===== src/rtl/riscv_cache_hit_if.sv =====
// riscv_cache_hit_if: bundles the signals around the cache hit stage.
//   Request side (from tag stage) : req/wreq, adr, size, lock, prot, be, d,
//                                   pagefault, invalidate, per-way tag/valid/line
//   Core response                 : stall, ack, err, q
//   Cache memory write port       : mem_we/way/idx/tag/be/line, inv_all
//   BIU                           : stb/stb_ack, adr, size, burst, lock, prot,
//                                   we, be, d, q, d_ack, err
// master = environment (tag stage, memories, BIU); slave = riscv_cache_hit.
// size/prot use the BIU encodings: size 3'd2 = WORD, 3'd3 = DWORD.
interface riscv_cache_hit_if #(
  parameter int XLEN       = 32,
  parameter int PLEN       = XLEN,
  parameter int SIZE       = 64,
  parameter int BLOCK_SIZE = XLEN,
  parameter int WAYS       = 2
);
  localparam int SETS          = (SIZE*1024)/(BLOCK_SIZE/8)/WAYS;
  localparam int BLK_OFFS_BITS = $clog2(BLOCK_SIZE/8);
  localparam int IDX_BITS      = $clog2(SETS);
  localparam int TAG_BITS      = PLEN - IDX_BITS - BLK_OFFS_BITS;

  logic                             req_i, wreq_i;
  logic [PLEN-1:0]                  adr_i;
  logic [2:0]                       size_i;
  logic                             lock_i;
  logic [2:0]                       prot_i;
  logic [XLEN/8-1:0]                be_i;
  logic [XLEN-1:0]                  d_i;
  logic                             pagefault_i, invalidate_i;
  logic [WAYS-1:0][TAG_BITS-1:0]    way_tag_i;
  logic [WAYS-1:0]                  way_valid_i;
  logic [WAYS-1:0][BLOCK_SIZE-1:0]  way_line_i;

  logic                             stall_o, ack_o, err_o;
  logic [XLEN-1:0]                  q_o;

  logic                             mem_we_o;
  logic [WAYS-1:0]                  mem_way_o;
  logic [IDX_BITS-1:0]              mem_idx_o;
  logic [TAG_BITS-1:0]              mem_tag_o;
  logic [BLOCK_SIZE/8-1:0]          mem_be_o;
  logic [BLOCK_SIZE-1:0]            mem_line_o;
  logic                             inv_all_o;

  logic                             biu_stb_o, biu_stb_ack_i;
  logic [PLEN-1:0]                  biu_adr_o;
  logic [2:0]                       biu_size_o;
  logic                             biu_burst_o, biu_lock_o;
  logic [2:0]                       biu_prot_o;
  logic                             biu_we_o;
  logic [XLEN/8-1:0]                biu_be_o;
  logic [XLEN-1:0]                  biu_d_o;
  logic [XLEN-1:0]                  biu_q_i;
  logic                             biu_d_ack_i, biu_err_i;

  modport master (
    output req_i, wreq_i, adr_i, size_i, lock_i, prot_i, be_i, d_i,
           pagefault_i, invalidate_i, way_tag_i, way_valid_i, way_line_i,
           biu_stb_ack_i, biu_q_i, biu_d_ack_i, biu_err_i,
    input  stall_o, ack_o, err_o, q_o,
           mem_we_o, mem_way_o, mem_idx_o, mem_tag_o, mem_be_o, mem_line_o, inv_all_o,
           biu_stb_o, biu_adr_o, biu_size_o, biu_burst_o, biu_lock_o, biu_prot_o,
           biu_we_o, biu_be_o, biu_d_o
  );

  modport slave (
    input  req_i, wreq_i, adr_i, size_i, lock_i, prot_i, be_i, d_i,
           pagefault_i, invalidate_i, way_tag_i, way_valid_i, way_line_i,
           biu_stb_ack_i, biu_q_i, biu_d_ack_i, biu_err_i,
    output stall_o, ack_o, err_o, q_o,
           mem_we_o, mem_way_o, mem_idx_o, mem_tag_o, mem_be_o, mem_line_o, inv_all_o,
           biu_stb_o, biu_adr_o, biu_size_o, biu_burst_o, biu_lock_o, biu_prot_o,
           biu_we_o, biu_be_o, biu_d_o
  );
endinterface


===== src/rtl/riscv_cache_hit.sv =====
// riscv_cache_hit: cache stage following the tag lookup.
//   Read hit  -> addressed word returned the next cycle.
//   Read miss -> block fetched by a BIU burst, written to the victim way,
//                missed word returned.
//   Writes    -> write-through single BIU beat; a hit also updates the line,
//                a miss leaves the cache untouched (no write-allocate).
// Ports: rst_ni (async, active low), clk_i, bus (riscv_cache_hit_if.slave).

// Per-way compare and word select.
module riscv_cache_hit_way #(
  parameter int XLEN       = 32,
  parameter int BLOCK_SIZE = 32,
  parameter int TAG_BITS   = 16,
  parameter int CNT_W      = 1
) (
  input  logic                  valid_i,
  input  logic [TAG_BITS-1:0]   tag_i,
  input  logic [TAG_BITS-1:0]   req_tag_i,
  input  logic [BLOCK_SIZE-1:0] line_i,
  input  logic [CNT_W-1:0]      word_i,
  output logic                  hit_o,
  output logic [XLEN-1:0]       word_o
);
  localparam int BEATS = BLOCK_SIZE/XLEN;

  logic [BEATS-1:0][XLEN-1:0] words;

  assign words  = line_i;
  assign hit_o  = valid_i & (tag_i == req_tag_i);
  assign word_o = words[word_i];
endmodule

module riscv_cache_hit #(
  parameter int XLEN       = 32,
  parameter int PLEN       = XLEN,
  parameter int SIZE       = 64,
  parameter int BLOCK_SIZE = XLEN,
  parameter int WAYS       = 2
) (
  input logic              rst_ni,
  input logic              clk_i,
  riscv_cache_hit_if.slave bus
);
  localparam int SETS          = (SIZE*1024)/(BLOCK_SIZE/8)/WAYS;
  localparam int BLK_OFFS_BITS = $clog2(BLOCK_SIZE/8);
  localparam int IDX_BITS      = $clog2(SETS);
  localparam int TAG_BITS      = PLEN - IDX_BITS - BLK_OFFS_BITS;
  localparam int BEATS         = BLOCK_SIZE/XLEN;
  localparam int BE_W          = XLEN/8;
  localparam int LBE_W         = BLOCK_SIZE/8;
  localparam int WOFF_LSB      = $clog2(XLEN/8);
  localparam int CNT_W         = (BEATS > 1) ? $clog2(BEATS) : 1;
  localparam int VW            = (WAYS > 1) ? $clog2(WAYS) : 1;

  localparam logic [PLEN-1:0] BLK_MASK  = PLEN'((1 << BLK_OFFS_BITS) - 1);
  localparam logic [2:0]      FILL_SIZE = (XLEN == 64) ? 3'd3 : 3'd2;

  typedef enum logic [1:0] {ST_ARMED, ST_WRITE, ST_FILL} state_t;

  // word within the block
  function automatic logic [CNT_W-1:0] word_of(input logic [PLEN-1:0] a);
    logic [PLEN-1:0] w;
    w = (a >> WOFF_LSB) % PLEN'(BEATS);
    return w[CNT_W-1:0];
  endfunction

  state_t                      state_q, state_d;
  logic                        ack_q, ack_d, err_q, err_d;
  logic [XLEN-1:0]             q_q, q_d;
  logic                        mem_we_q, mem_we_d;
  logic [WAYS-1:0]             mem_way_q, mem_way_d;
  logic [IDX_BITS-1:0]         mem_idx_q, mem_idx_d;
  logic [TAG_BITS-1:0]         mem_tag_q, mem_tag_d;
  logic [LBE_W-1:0]            mem_be_q, mem_be_d;
  logic [BLOCK_SIZE-1:0]       mem_line_q, mem_line_d;
  logic                        inv_all_q, inv_all_d;
  logic                        biu_stb_q, biu_stb_d;
  logic                        biu_we_q, biu_we_d;
  logic                        biu_burst_q, biu_burst_d;
  logic                        biu_lock_q, biu_lock_d;
  logic [PLEN-1:0]             biu_adr_q, biu_adr_d;
  logic [2:0]                  biu_size_q, biu_size_d;
  logic [2:0]                  biu_prot_q, biu_prot_d;
  logic [BE_W-1:0]             biu_be_q, biu_be_d;
  logic [XLEN-1:0]             biu_d_q, biu_d_d;
  logic [CNT_W-1:0]            cnt_q, cnt_d;
  logic [CNT_W-1:0]            widx_q, widx_d;
  logic [IDX_BITS-1:0]         idx_q, idx_d;
  logic [TAG_BITS-1:0]         tag_q, tag_d;
  logic [VW-1:0]               rr_q, rr_d;
  logic [VW-1:0]               victim_q, victim_d;
  logic                        vic_rr_q, vic_rr_d;
  logic                        ferr_q, ferr_d;
  logic [WAYS-1:0]             hit_way_q, hit_way_d;
  logic [BEATS-1:0][XLEN-1:0]  fbuf_q, fbuf_d, fbuf_nxt;

  logic [TAG_BITS-1:0]         req_tag;
  logic [IDX_BITS-1:0]         req_idx;
  logic [CNT_W-1:0]            req_widx;
  logic [WAYS-1:0]             hit_way;
  logic                        hit_any;
  logic [WAYS-1:0][XLEN-1:0]   way_word;
  logic [XLEN-1:0]             hit_word;
  logic [VW-1:0]               vic_way;
  logic                        vic_use_rr;

  assign req_tag  = bus.adr_i[PLEN-1 -: TAG_BITS];
  assign req_idx  = bus.adr_i[BLK_OFFS_BITS +: IDX_BITS];
  assign req_widx = word_of(bus.adr_i);

  for (genvar w = 0; w < WAYS; w++) begin : g_way
    riscv_cache_hit_way #(
      .XLEN(XLEN), .BLOCK_SIZE(BLOCK_SIZE), .TAG_BITS(TAG_BITS), .CNT_W(CNT_W)
    ) u_way (
      .valid_i   (bus.way_valid_i[w]),
      .tag_i     (bus.way_tag_i[w]),
      .req_tag_i (req_tag),
      .line_i    (bus.way_line_i[w]),
      .word_i    (req_widx),
      .hit_o     (hit_way[w]),
      .word_o    (way_word[w])
    );
  end

  assign hit_any = |hit_way;

  // at most one way hits, so an OR of masked words is the mux
  always_comb begin
    hit_word = '0;
    for (int w = 0; w < WAYS; w++)
      if (hit_way[w]) hit_word |= way_word[w];
  end

  // lowest invalid way wins; all valid falls back to round robin
  always_comb begin
    vic_way    = '0;
    vic_use_rr = 1'b1;
    for (int w = WAYS-1; w >= 0; w--)
      if (!bus.way_valid_i[w]) begin
        vic_way    = VW'(w);
        vic_use_rr = 1'b0;
      end
    if (vic_use_rr) vic_way = rr_q;
  end

  always_comb begin
    state_d     = state_q;
    ack_d       = 1'b0;
    err_d       = 1'b0;
    q_d         = '0;
    mem_we_d    = 1'b0;
    mem_way_d   = '0;
    mem_be_d    = '0;
    mem_idx_d   = mem_idx_q;
    mem_tag_d   = mem_tag_q;
    mem_line_d  = mem_line_q;
    inv_all_d   = 1'b0;
    biu_stb_d   = biu_stb_q;
    biu_we_d    = biu_we_q;
    biu_burst_d = biu_burst_q;
    biu_lock_d  = biu_lock_q;
    biu_adr_d   = biu_adr_q;
    biu_size_d  = biu_size_q;
    biu_prot_d  = biu_prot_q;
    biu_be_d    = biu_be_q;
    biu_d_d     = biu_d_q;
    cnt_d       = cnt_q;
    widx_d      = widx_q;
    idx_d       = idx_q;
    tag_d       = tag_q;
    rr_d        = rr_q;
    victim_d    = victim_q;
    vic_rr_d    = vic_rr_q;
    ferr_d      = ferr_q;
    hit_way_d   = hit_way_q;
    fbuf_d      = fbuf_q;
    fbuf_nxt    = fbuf_q;
    fbuf_nxt[cnt_q] = bus.biu_q_i;

    // the strobe drops once the BIU has taken the request
    if (biu_stb_q && bus.biu_stb_ack_i) biu_stb_d = 1'b0;

    unique case (state_q)
      ST_ARMED: begin
        if (bus.req_i && bus.pagefault_i) begin
          ack_d = 1'b1;
          err_d = 1'b1;
        end else if (bus.invalidate_i) begin
          inv_all_d = 1'b1;
          ack_d     = 1'b1;
        end else if (bus.req_i && !bus.wreq_i && hit_any) begin
          ack_d = 1'b1;
          q_d   = hit_word;
        end else if (bus.req_i) begin
          widx_d     = req_widx;
          idx_d      = req_idx;
          tag_d      = req_tag;
          biu_stb_d  = 1'b1;
          biu_lock_d = bus.lock_i;
          biu_prot_d = bus.prot_i;
          biu_d_d    = bus.d_i;
          if (bus.wreq_i) begin
            state_d     = ST_WRITE;
            biu_we_d    = 1'b1;
            biu_burst_d = 1'b0;
            biu_adr_d   = bus.adr_i;
            biu_size_d  = bus.size_i;
            biu_be_d    = bus.be_i;
            hit_way_d   = hit_way;
          end else begin
            state_d     = ST_FILL;
            biu_we_d    = 1'b0;
            biu_burst_d = 1'b1;
            biu_adr_d   = bus.adr_i & ~BLK_MASK;
            biu_size_d  = FILL_SIZE;
            biu_be_d    = '1;
            cnt_d       = '0;
            ferr_d      = 1'b0;
            victim_d    = vic_way;
            vic_rr_d    = vic_use_rr;
          end
        end
      end

      ST_WRITE: begin
        if (bus.biu_d_ack_i) begin
          state_d  = ST_ARMED;
          biu_we_d = 1'b0;
          ack_d    = 1'b1;
          err_d    = bus.biu_err_i;
          if (|hit_way_q && !bus.biu_err_i) begin
            mem_we_d   = 1'b1;
            mem_way_d  = hit_way_q;
            mem_be_d   = LBE_W'(biu_be_q) << (int'(widx_q) * BE_W);
            mem_line_d = {BEATS{biu_d_q}};
            mem_idx_d  = idx_q;
            mem_tag_d  = tag_q;
          end
        end
      end

      ST_FILL: begin
        if (bus.biu_d_ack_i) begin
          fbuf_d = fbuf_nxt;
          ferr_d = ferr_q | bus.biu_err_i;
          cnt_d  = cnt_q + 1'b1;
          if (cnt_q == CNT_W'(BEATS-1)) begin
            state_d     = ST_ARMED;
            cnt_d       = '0;
            biu_burst_d = 1'b0;
            ack_d       = 1'b1;
            if (ferr_q || bus.biu_err_i) begin
              err_d = 1'b1;
            end else begin
              mem_we_d   = 1'b1;
              mem_way_d  = WAYS'(1) << victim_q;
              mem_be_d   = '1;
              mem_line_d = fbuf_nxt;
              mem_idx_d  = idx_q;
              mem_tag_d  = tag_q;
              q_d        = fbuf_nxt[widx_q];
              if (vic_rr_q) rr_d = (rr_q == VW'(WAYS-1)) ? '0 : rr_q + 1'b1;
            end
          end
        end
      end

      default: state_d = ST_ARMED;
    endcase
  end

  always_ff @(posedge clk_i or negedge rst_ni) begin
    if (!rst_ni) begin
      state_q     <= ST_ARMED;
      ack_q       <= 1'b0;
      err_q       <= 1'b0;
      q_q         <= '0;
      mem_we_q    <= 1'b0;
      mem_way_q   <= '0;
      mem_idx_q   <= '0;
      mem_tag_q   <= '0;
      mem_be_q    <= '0;
      mem_line_q  <= '0;
      inv_all_q   <= 1'b0;
      biu_stb_q   <= 1'b0;
      biu_we_q    <= 1'b0;
      biu_burst_q <= 1'b0;
      biu_lock_q  <= 1'b0;
      biu_adr_q   <= '0;
      biu_size_q  <= '0;
      biu_prot_q  <= '0;
      biu_be_q    <= '0;
      biu_d_q     <= '0;
      cnt_q       <= '0;
      widx_q      <= '0;
      idx_q       <= '0;
      tag_q       <= '0;
      rr_q        <= '0;
      victim_q    <= '0;
      vic_rr_q    <= 1'b0;
      ferr_q      <= 1'b0;
      hit_way_q   <= '0;
      fbuf_q      <= '0;
    end else begin
      state_q     <= state_d;
      ack_q       <= ack_d;
      err_q       <= err_d;
      q_q         <= q_d;
      mem_we_q    <= mem_we_d;
      mem_way_q   <= mem_way_d;
      mem_idx_q   <= mem_idx_d;
      mem_tag_q   <= mem_tag_d;
      mem_be_q    <= mem_be_d;
      mem_line_q  <= mem_line_d;
      inv_all_q   <= inv_all_d;
      biu_stb_q   <= biu_stb_d;
      biu_we_q    <= biu_we_d;
      biu_burst_q <= biu_burst_d;
      biu_lock_q  <= biu_lock_d;
      biu_adr_q   <= biu_adr_d;
      biu_size_q  <= biu_size_d;
      biu_prot_q  <= biu_prot_d;
      biu_be_q    <= biu_be_d;
      biu_d_q     <= biu_d_d;
      cnt_q       <= cnt_d;
      widx_q      <= widx_d;
      idx_q       <= idx_d;
      tag_q       <= tag_d;
      rr_q        <= rr_d;
      victim_q    <= victim_d;
      vic_rr_q    <= vic_rr_d;
      ferr_q      <= ferr_d;
      hit_way_q   <= hit_way_d;
      fbuf_q      <= fbuf_d;
    end
  end

  assign bus.stall_o     = (state_q != ST_ARMED) |
                           (bus.req_i & ~bus.pagefault_i & (bus.wreq_i | ~hit_any));
  assign bus.ack_o       = ack_q;
  assign bus.err_o       = err_q;
  assign bus.q_o         = q_q;
  assign bus.mem_we_o    = mem_we_q;
  assign bus.mem_way_o   = mem_way_q;
  assign bus.mem_idx_o   = mem_idx_q;
  assign bus.mem_tag_o   = mem_tag_q;
  assign bus.mem_be_o    = mem_be_q;
  assign bus.mem_line_o  = mem_line_q;
  assign bus.inv_all_o   = inv_all_q;
  assign bus.biu_stb_o   = biu_stb_q;
  assign bus.biu_adr_o   = biu_adr_q;
  assign bus.biu_size_o  = biu_size_q;
  assign bus.biu_burst_o = biu_burst_q;
  assign bus.biu_lock_o  = biu_lock_q;
  assign bus.biu_prot_o  = biu_prot_q;
  assign bus.biu_we_o    = biu_we_q;
  assign bus.biu_be_o    = biu_be_q;
  assign bus.biu_d_o     = biu_d_q;

  // a tag may live in only one way of a set
  a_onehot_hit: assert property (@(posedge clk_i) disable iff (!rst_ni)
    (bus.req_i && !bus.pagefault_i) |-> $onehot0(hit_way))
    else $error("multiple ways hit");
endmodule


===== src/flat_wrapper.sv =====
// flat-port wrapper written by rule: the top's interface ports become plain ports
module riscv_cache_hit_flat 
#(
  parameter int XLEN       = 32,
  parameter int PLEN       = XLEN,
  parameter int SIZE       = 64,
  parameter int BLOCK_SIZE = XLEN,
  parameter int WAYS       = 2
)
  (rst_ni, clk_i, bus_req_i, bus_wreq_i, bus_adr_i, bus_size_i, bus_lock_i, bus_prot_i, bus_be_i, bus_d_i, bus_pagefault_i, bus_invalidate_i, bus_way_tag_i, bus_way_valid_i, bus_way_line_i, bus_biu_stb_ack_i, bus_biu_q_i, bus_biu_d_ack_i, bus_biu_err_i, bus_stall_o, bus_ack_o, bus_err_o, bus_q_o, bus_mem_we_o, bus_mem_way_o, bus_mem_idx_o, bus_mem_tag_o, bus_mem_be_o, bus_mem_line_o, bus_inv_all_o, bus_biu_stb_o, bus_biu_adr_o, bus_biu_size_o, bus_biu_burst_o, bus_biu_lock_o, bus_biu_prot_o, bus_biu_we_o, bus_biu_be_o, bus_biu_d_o);
  riscv_cache_hit_if #(.XLEN(XLEN), .PLEN(PLEN), .SIZE(SIZE), .BLOCK_SIZE(BLOCK_SIZE), .WAYS(WAYS)) bus_i ();
  input logic rst_ni;
  input logic clk_i;
  input wire logic [$bits(bus_i.req_i)-1:0] bus_req_i;
  input wire logic [$bits(bus_i.wreq_i)-1:0] bus_wreq_i;
  input wire logic [$bits(bus_i.adr_i)-1:0] bus_adr_i;
  input wire logic [$bits(bus_i.size_i)-1:0] bus_size_i;
  input wire logic [$bits(bus_i.lock_i)-1:0] bus_lock_i;
  input wire logic [$bits(bus_i.prot_i)-1:0] bus_prot_i;
  input wire logic [$bits(bus_i.be_i)-1:0] bus_be_i;
  input wire logic [$bits(bus_i.d_i)-1:0] bus_d_i;
  input wire logic [$bits(bus_i.pagefault_i)-1:0] bus_pagefault_i;
  input wire logic [$bits(bus_i.invalidate_i)-1:0] bus_invalidate_i;
  input wire logic [$bits(bus_i.way_tag_i)-1:0] bus_way_tag_i;
  input wire logic [$bits(bus_i.way_valid_i)-1:0] bus_way_valid_i;
  input wire logic [$bits(bus_i.way_line_i)-1:0] bus_way_line_i;
  input wire logic [$bits(bus_i.biu_stb_ack_i)-1:0] bus_biu_stb_ack_i;
  input wire logic [$bits(bus_i.biu_q_i)-1:0] bus_biu_q_i;
  input wire logic [$bits(bus_i.biu_d_ack_i)-1:0] bus_biu_d_ack_i;
  input wire logic [$bits(bus_i.biu_err_i)-1:0] bus_biu_err_i;
  output wire logic [$bits(bus_i.stall_o)-1:0] bus_stall_o;
  output wire logic [$bits(bus_i.ack_o)-1:0] bus_ack_o;
  output wire logic [$bits(bus_i.err_o)-1:0] bus_err_o;
  output wire logic [$bits(bus_i.q_o)-1:0] bus_q_o;
  output wire logic [$bits(bus_i.mem_we_o)-1:0] bus_mem_we_o;
  output wire logic [$bits(bus_i.mem_way_o)-1:0] bus_mem_way_o;
  output wire logic [$bits(bus_i.mem_idx_o)-1:0] bus_mem_idx_o;
  output wire logic [$bits(bus_i.mem_tag_o)-1:0] bus_mem_tag_o;
  output wire logic [$bits(bus_i.mem_be_o)-1:0] bus_mem_be_o;
  output wire logic [$bits(bus_i.mem_line_o)-1:0] bus_mem_line_o;
  output wire logic [$bits(bus_i.inv_all_o)-1:0] bus_inv_all_o;
  output wire logic [$bits(bus_i.biu_stb_o)-1:0] bus_biu_stb_o;
  output wire logic [$bits(bus_i.biu_adr_o)-1:0] bus_biu_adr_o;
  output wire logic [$bits(bus_i.biu_size_o)-1:0] bus_biu_size_o;
  output wire logic [$bits(bus_i.biu_burst_o)-1:0] bus_biu_burst_o;
  output wire logic [$bits(bus_i.biu_lock_o)-1:0] bus_biu_lock_o;
  output wire logic [$bits(bus_i.biu_prot_o)-1:0] bus_biu_prot_o;
  output wire logic [$bits(bus_i.biu_we_o)-1:0] bus_biu_we_o;
  output wire logic [$bits(bus_i.biu_be_o)-1:0] bus_biu_be_o;
  output wire logic [$bits(bus_i.biu_d_o)-1:0] bus_biu_d_o;
  assign bus_i.req_i = bus_req_i;
  assign bus_i.wreq_i = bus_wreq_i;
  assign bus_i.adr_i = bus_adr_i;
  assign bus_i.size_i = bus_size_i;
  assign bus_i.lock_i = bus_lock_i;
  assign bus_i.prot_i = bus_prot_i;
  assign bus_i.be_i = bus_be_i;
  assign bus_i.d_i = bus_d_i;
  assign bus_i.pagefault_i = bus_pagefault_i;
  assign bus_i.invalidate_i = bus_invalidate_i;
  assign bus_i.way_tag_i = bus_way_tag_i;
  assign bus_i.way_valid_i = bus_way_valid_i;
  assign bus_i.way_line_i = bus_way_line_i;
  assign bus_i.biu_stb_ack_i = bus_biu_stb_ack_i;
  assign bus_i.biu_q_i = bus_biu_q_i;
  assign bus_i.biu_d_ack_i = bus_biu_d_ack_i;
  assign bus_i.biu_err_i = bus_biu_err_i;
  assign bus_stall_o = bus_i.stall_o;
  assign bus_ack_o = bus_i.ack_o;
  assign bus_err_o = bus_i.err_o;
  assign bus_q_o = bus_i.q_o;
  assign bus_mem_we_o = bus_i.mem_we_o;
  assign bus_mem_way_o = bus_i.mem_way_o;
  assign bus_mem_idx_o = bus_i.mem_idx_o;
  assign bus_mem_tag_o = bus_i.mem_tag_o;
  assign bus_mem_be_o = bus_i.mem_be_o;
  assign bus_mem_line_o = bus_i.mem_line_o;
  assign bus_inv_all_o = bus_i.inv_all_o;
  assign bus_biu_stb_o = bus_i.biu_stb_o;
  assign bus_biu_adr_o = bus_i.biu_adr_o;
  assign bus_biu_size_o = bus_i.biu_size_o;
  assign bus_biu_burst_o = bus_i.biu_burst_o;
  assign bus_biu_lock_o = bus_i.biu_lock_o;
  assign bus_biu_prot_o = bus_i.biu_prot_o;
  assign bus_biu_we_o = bus_i.biu_we_o;
  assign bus_biu_be_o = bus_i.biu_be_o;
  assign bus_biu_d_o = bus_i.biu_d_o;
  riscv_cache_hit #(.XLEN(XLEN), .PLEN(PLEN), .SIZE(SIZE), .BLOCK_SIZE(BLOCK_SIZE), .WAYS(WAYS)) u_core (.rst_ni(rst_ni), .clk_i(clk_i), .bus(bus_i));
endmodule

===== config.mk =====
export PLATFORM = sky130hd
export DESIGN_NAME = riscv_cache_hit_flat
export DESIGN_NICKNAME = d
export VERILOG_FILES = /design/src/rtl/riscv_cache_hit_if.sv /design/src/rtl/riscv_cache_hit.sv /design/src/flat_wrapper.sv
export SDC_FILE = /design/constraint.sdc
export NUM_CORES = 1
export LEC_CHECK = 0
export ABC_CLOCK_PERIOD_IN_PS = 2800
export BUFFER_PORTS_ARGS = -buffer_cell sky130_fd_sc_hd__buf_2
export CAP_MARGIN = 5
export CORE_UTILIZATION = 35
export CTS_CLUSTER_SIZE = 25
export DETAILED_ROUTE_END_ITERATION = 16
export GPL_TIMING_DRIVEN = 0
export REMOVE_ABC_BUFFERS = 1
export SYNTH_ARGS = -nofsm -noshare
export SYNTH_HDL_FRONTEND = slang
export SYNTH_SLANG_ARGS = --single-unit

===== constraint.sdc =====
create_clock -name clk_i -period 2.8 [get_ports clk_i]
set_clock_uncertainty 0.15 [all_clocks]
set_input_delay 0.14 -clock clk_i [delete_from_list [all_inputs] [get_ports clk_i]]
set_output_delay 0.14 -clock clk_i [all_outputs]
set_load 0.02 [all_outputs]

; Yosys cells after proc, flatten, opt, wreduce, memory -nomap -nowiden
; Index checks and enable logic that the tools add are counted.
[op_classes]
add_sub_neg = 2
magnitude_cmp = 2
eq_ne = 14
shift = 1
mux = 112
bitwise_logic = 16
n_reduce_logical = 26
[ops]
columns = operator, n
row1 = $mux W32, 14
row2 = $pmux W32 S2, 2
row3 = $mux W17, 5
row4 = $mux W13, 5
row5 = $mux W1, 52
row6 = $eq A17 B17 Y1, 2
row7 = $pmux W17 S2, 1
row8 = $bwmux W32, 1
row9 = $or A32 B32 Y32, 1
row10 = $mux W2, 14
row11 = $pmux W13 S2, 1
row12 = $mux W4, 6
row13 = $reduce_and A6 Y1, 4
row14 = $reduce_and A7 Y1, 3
row15 = $ne A2 B2 Y1 const B, 9
row16 = $pmux W1 S2, 5
row17 = $reduce_and A5 Y1, 2
row18 = $not A1 Y1, 8
row19 = $pmux W4 S2, 1
row20 = $reduce_bool A2 Y1, 4
row21 = $logic_and A1 B1 Y1, 6
row22 = $pmux W1 S3, 2
row23 = $pmux W2 S3, 1
row24 = $and A1 B1 Y1, 4
row25 = other kinds (15), 20
[word_totals]
register_bits = 253
inputBits = 216
word_cells = 202

; Longest topological paths before layout
[logic_depth]
word_depth = 9
ltp_mapped = 9

; By module
; A second synthesis with hierarchy kept.
[unflattened]
hier_cells = 704
area_unflattened_um2 = 9130.0
[modules_own_cells]
columns = mod, n_inst, cells_each, area_each_um2
row1 = riscv_cache_hit, 1, 594, 8266.7
row2 = riscv_cache_hit_way, 2, 55, 431.7

; Worst setup path before layout
; No wires, ideal clock.
[synth_path]
path_kind = register to register
from = reg u_core.state_q[0]
to = reg u_core.mem_line_q[13] (netlist: u_core.bus.mem_line_o[13])
arrival_time_ps = 2099
t_required_ps = 2573
path_slack_ps = 474
stages_incl_launch_ff = 10
path_buffers = 3
cell_sequence = dfrtp_1 > inv_1 > ha_1 > clkbuf_1 > o21ai_0 > a221oi_1 > clkbuf_1 > clkbuf_1 > nor2_1 > a21oi_1
[synth_via]
elab_chain_len = 3
word_cells_on_any_way = 10
classes_between = eq/ne (7) / mux (1) / reduce/logical (2)
[synth_rtl]
columns = item, line
row1 = from (decl), riscv_cache_hit.sv:67  ; state_t state_q, state_d;
row2 = from (signal assigned), riscv_cache_hit.sv:305  ; state_q <= state_d;
row3 = $eq A2 B2 Y1 or $eq A2 B1 Y1 (tied branches), riscv_cache_hit.sv:183  ; unique case (state_q)
row4 = $ne A2 B2 Y1 (no source line) (tied with other cells), -
row5 = $reduce_and A6 Y1 (no source line), -
row6 = to (signal assigned), riscv_cache_hit.sv:314  ; mem_line_q <= mem_line_d;
row7 = to (decl), riscv_cache_hit.sv:75  ; logic [BLOCK_SIZE-1:0] mem_line_q, mem_line_d;
; Parallel ways exist; a longest one is shown, timed or not.
; A chain may end at the register's enable or synchronous reset.

; Worst setup path after layout
[layout_path]
from = reg u_core.state_q[0]
to = reg u_core.mem_idx_q[11] (netlist: u_core.bus.mem_idx_o[11])
[layout_via]
elab_chain_len = 3
word_cells_on_any_way = 10
classes_between = eq/ne (7) / mux (1) / reduce/logical (2)
[layout_rtl]
columns = item, line
row1 = $eq A2 B2 Y1 or $eq A2 B1 Y1 (tied branches), riscv_cache_hit.sv:183
row2 = $ne A2 B2 Y1 (no source line) (tied with other cells), -
row3 = $reduce_and A6 Y1 (no source line), -
row4 = to (signal assigned), riscv_cache_hit.sv:311  ; mem_idx_q <= mem_idx_d;
row5 = to (decl), riscv_cache_hit.sv:72  ; logic [IDX_BITS-1:0] mem_idx_q, mem_idx_d;
; Parallel ways exist; a longest one is shown, timed or not.

==> key figures <==
Timing
  • Fin Hold WS: 0.1523 ns
  • Setup_tns: 0 ns
  • PnR worst setup slack: 0.1306 ns
  • Max transition margin: 0.5721
  • Setup violations, final: 0
  • RSZ-0062 raised after global routing: no
  • Final Max Tran Viols: 0
  • Final Hold Violating Endpoints: 0
  • Worst slew pin tran: 0.6419 ns
  • Ratio of final minimum period to clock period: 0.9534
  • Fin crit period: 2.669 ns
  • Max Fclk: 0.3746 GHz

Global route
  • All-Layer GR Usage: 0.2351
  • Vias in the first global route: 7998
  • Global route total overflow: 0
  • First-pass GRT wire length: 43100 microns
  • Largest net degree at the start of global routing: 113
  • Initial antenna violation count: 0

Synthesis
  • Mean Syn Cell Area: 12.04 sq um
  • Synth cell types: 41
  • Mapped cell area: 8165 sq um
  • Yosys top cell area share: 0.5823
  • Register area share after synthesis: 0.5823
  • Cell taking the most area after synthesis: dfrtp_1
  • FF+latch count, synth: 190
  • Yosys warns: 0
  • Cell count after synthesis: 678
  • Synth area leaders: dfrtp_1, mux2_2, mux2i_1, xnor2_1, a22oi_1

CTS
  • Root buffer cell: clkbuf_16
  • CTS tree: yes
  • CTS buffer count: 17
  • Clock tree buffer depth: 2
  • Clock Sinks: 190
  • Worst-path clk slew: 0.08 ns
  • H-tree depth: 4
  • Clock latency at the later pin of the worst-skew pair: 0.43 ns

Worst setup path
  • Startpoint Class: flip-flop
  • Worst Path Required: 2.96 ns
  • RR Endpoint: u_core.bus.mem_idx_o[11]
  • R2r worst-path depth: 7
  • Kind of cell adding the most delay to the critical path: compound AO/OA/AOI/OAI gates
  • Worst path most repeated cell: buf_8
  • Crit. Startpoint: u_core.state_q[0]
  • Largest fanout on the critical path: 19
  • WP data arrival: 2.83 ns
  • CP peak stage delay: 0.40 ns
  • R2r startpoint: u_core.state_q[0]
  • CP Buf/Inv Count: 3
  • R2R setup slack: 0.13 ns
  • CP Capture Type: flip-flop
  • CP endpoint: u_core.bus.mem_idx_o[11]
  • Instance count on the critical path: 7
  • CP max-delay cell: dfrtp_1
  • Critical path type: reg2reg
  • Crit-path cells: inv_1, ha_4, o21ai_0, a221oi_4, buf_8, buf_8, mux2_2

Min path
  • Worst hold path type: in2async

Floorplan
  • Core region area: 22780 sq um
  • Initial Utilization: 0.3585
  • Num ports: 399
  • Die height: 154.7 microns
  • Die X: 154.7 microns
  • Die area: 23940 sq um
  • FP Rows: 55

Detailed routing
  • Detailed-router iteration count before antenna repair: 5
  • Routed Antenna Nets: 0
  • Iteration-0 DRC count of the detailed router: 538
  • Via count: 7732
  • Routed WL: 28360 microns
  • WL/cell: 17.94 microns
  • Vias/cell: 4.891
  • Post-route DRC: 0

Layout
  • Nets@finish: 1476
  • Layout cell share with drive strength beyond 1: 0.4345
  • Antenna Cells: 0
  • Final Util: 0.5730
  • Layout area overhead: 59.85%
  • Finished Layout Cells: 1581
  • Commonest non-fill, non-tap cell in the layout: buf_2
  • Commonest cells after routing, fill and taps aside: buf_2, dfrtp_1, dlygate4sd3_1
  • Cell area after layout: 13050 sq um

Status
  • Status: finished, final reports clean

Power and ir drop
  • Maximum VDD drop: 0.5602 mV
  • Cell Pwr Density: 930.4 nW/um^2
  • Total Power: 12.14 mW
  • Leak: 6.191 nW

Place
  • Place WS: -0.7368 ns
  • Post-DP HPWL: 18060 microns
  • IO Port Bufs: 398
  • Placed Instances: 1359
  • DP Area: 10580 sq um
  • Routability cong.: 0.7953

Flow run
  • Number of max-cap violations: 0
-- state kept, by name, summed over array words and instances, names as in the netlist, 2 cells and up --
name                   count
u_core.hit_way_q           2
u_core.bus.biu_prot_o      3
u_core.bus.biu_size_o      3
u_core.bus.mem_be_o        4
u_core.bus.mem_tag_o      17
u_core.bus.biu_be_o        4
u_core.bus.mem_way_o       2
u_core.bus.biu_adr_o      31
u_core.bus.mem_idx_o      13
u_core.bus.mem_line_o     32
u_core.bus.biu_d_o        32
u_core.bus.q_o            32
u_core.state_q             2
-- timing repair --
item	in CTS	in global routing
pin swaps	0	1
endpoints found under the setup margin	104	56
buffers inserted	3	3
hold buffers	185	0
hold endpoints to repair	228	0
gates resized for setup	3	3
cloned	0	0
-- Yosys cell counts --
| cell type | number |
|---|---|
| inv_1 | 16 |
| nand2b_1 | 2 |
| xor2_1 | 5 |
| buf_6 | 3 |
| buf_1 | 10 |
| nor4_1 | 2 |
| nor2b_1 | 7 |
| nor3b_1 | 1 |
| o2bb2ai_1 | 1 |
| o211ai_1 | 1 |
| mux2_2 | 97 |
| and2_1 | 2 |
| nor3_1 | 3 |
| a221oi_1 | 1 |
| a21o_1 | 1 |
| a22oi_1 | 34 |
| a211o_1 | 1 |
| clkbuf_1 | 20 |
| a31o_2 | 1 |
| a21oi_1 | 45 |
| buf_4 | 1 |
| a2111o_1 | 1 |
| and4_1 | 2 |
| a41oi_1 | 1 |
| o21bai_1 | 1 |
| xnor2_1 | 30 |
| o21ai_0 | 40 |
| ha_1 | 4 |
| a32oi_1 | 1 |
| nand4_1 | 7 |
| or3_1 | 1 |
| nand2_1 | 46 |
| o31ai_1 | 1 |
| dfrtp_1 | 190 |
| buf_2 | 5 |
| nand3_1 | 5 |
| nor2_1 | 46 |
| and3_1 | 4 |
| a22o_1 | 4 |
| mux2i_1 | 34 |
| a31oi_1 | 1 |
-- how the worst min path moves through the flow --
stage | startpoint | end
6_report | rst_ni | u_core.bus.biu_adr_o[30]
2_1_floorplan | rst_ni | u_core.bus.ack_o
5_1_grt | rst_ni | u_core.bus.biu_adr_o[20]
3_5_place_dp | rst_ni | u_core.bus.biu_adr_o[28]
4_1_cts | rst_ni | u_core.bus.biu_adr_o[28]
3_3_place_gp | bus_biu_stb_ack_i | u_core.bus.biu_stb_o
-- routing by layer --
metal  up-vias  GRT usage  wire [microns]
met5         -          0               0
met4         0     0.1165             993
met3        71    0.05548            1724
met2       353     0.3986           14190
met1      3769     0.2801           11450
li1       3539          -               -
-- layout make-up --
class	count	area, sq um
fill	1974	9726
sequential	190	4755
timing repair buffer	598	4066
multi-input combinational	433	3224
clock buffer	17	425.4
tap	313	391.6
clock inverter	14	130.1
inverter	16	60.06
-- cells by family (layout without fill, tap and decap cells) --
kind of cell / count (synthesis) / after routing / share of synthesized area
flip-flops: 190 / 190 / 0.5823
AO/OA/AOI/OAI: 135 / 135 / 0.09991
multiplexers: 131 / 131 / 0.1755
AND/OR/NAND/NOR: 128 / 128 / 0.06941
buffers and inverters: 55 / 645 / 0.02927
XOR/XNOR: 35 / 35 / 0.03754
adder cells (fa/ha/maj): 4 / 4 / 0.006130
-- worst reg2reg max path, stage by stage (launching register included) --
cell and delay [ns]:
dfrtp_1 0.40, inv_1 0.16, ha_4 0.36, o21ai_0 0.28, a221oi_4 0.38, buf_8 0.24
buf_8 0.21, mux2_2 0.37
-- report_power, final --
part	internal [mW]	switching, mW
clock	1.17	1.17
combinational	2.23	3.09
sequential	3.83	0.662
Power figures use the tool's default switching activity.
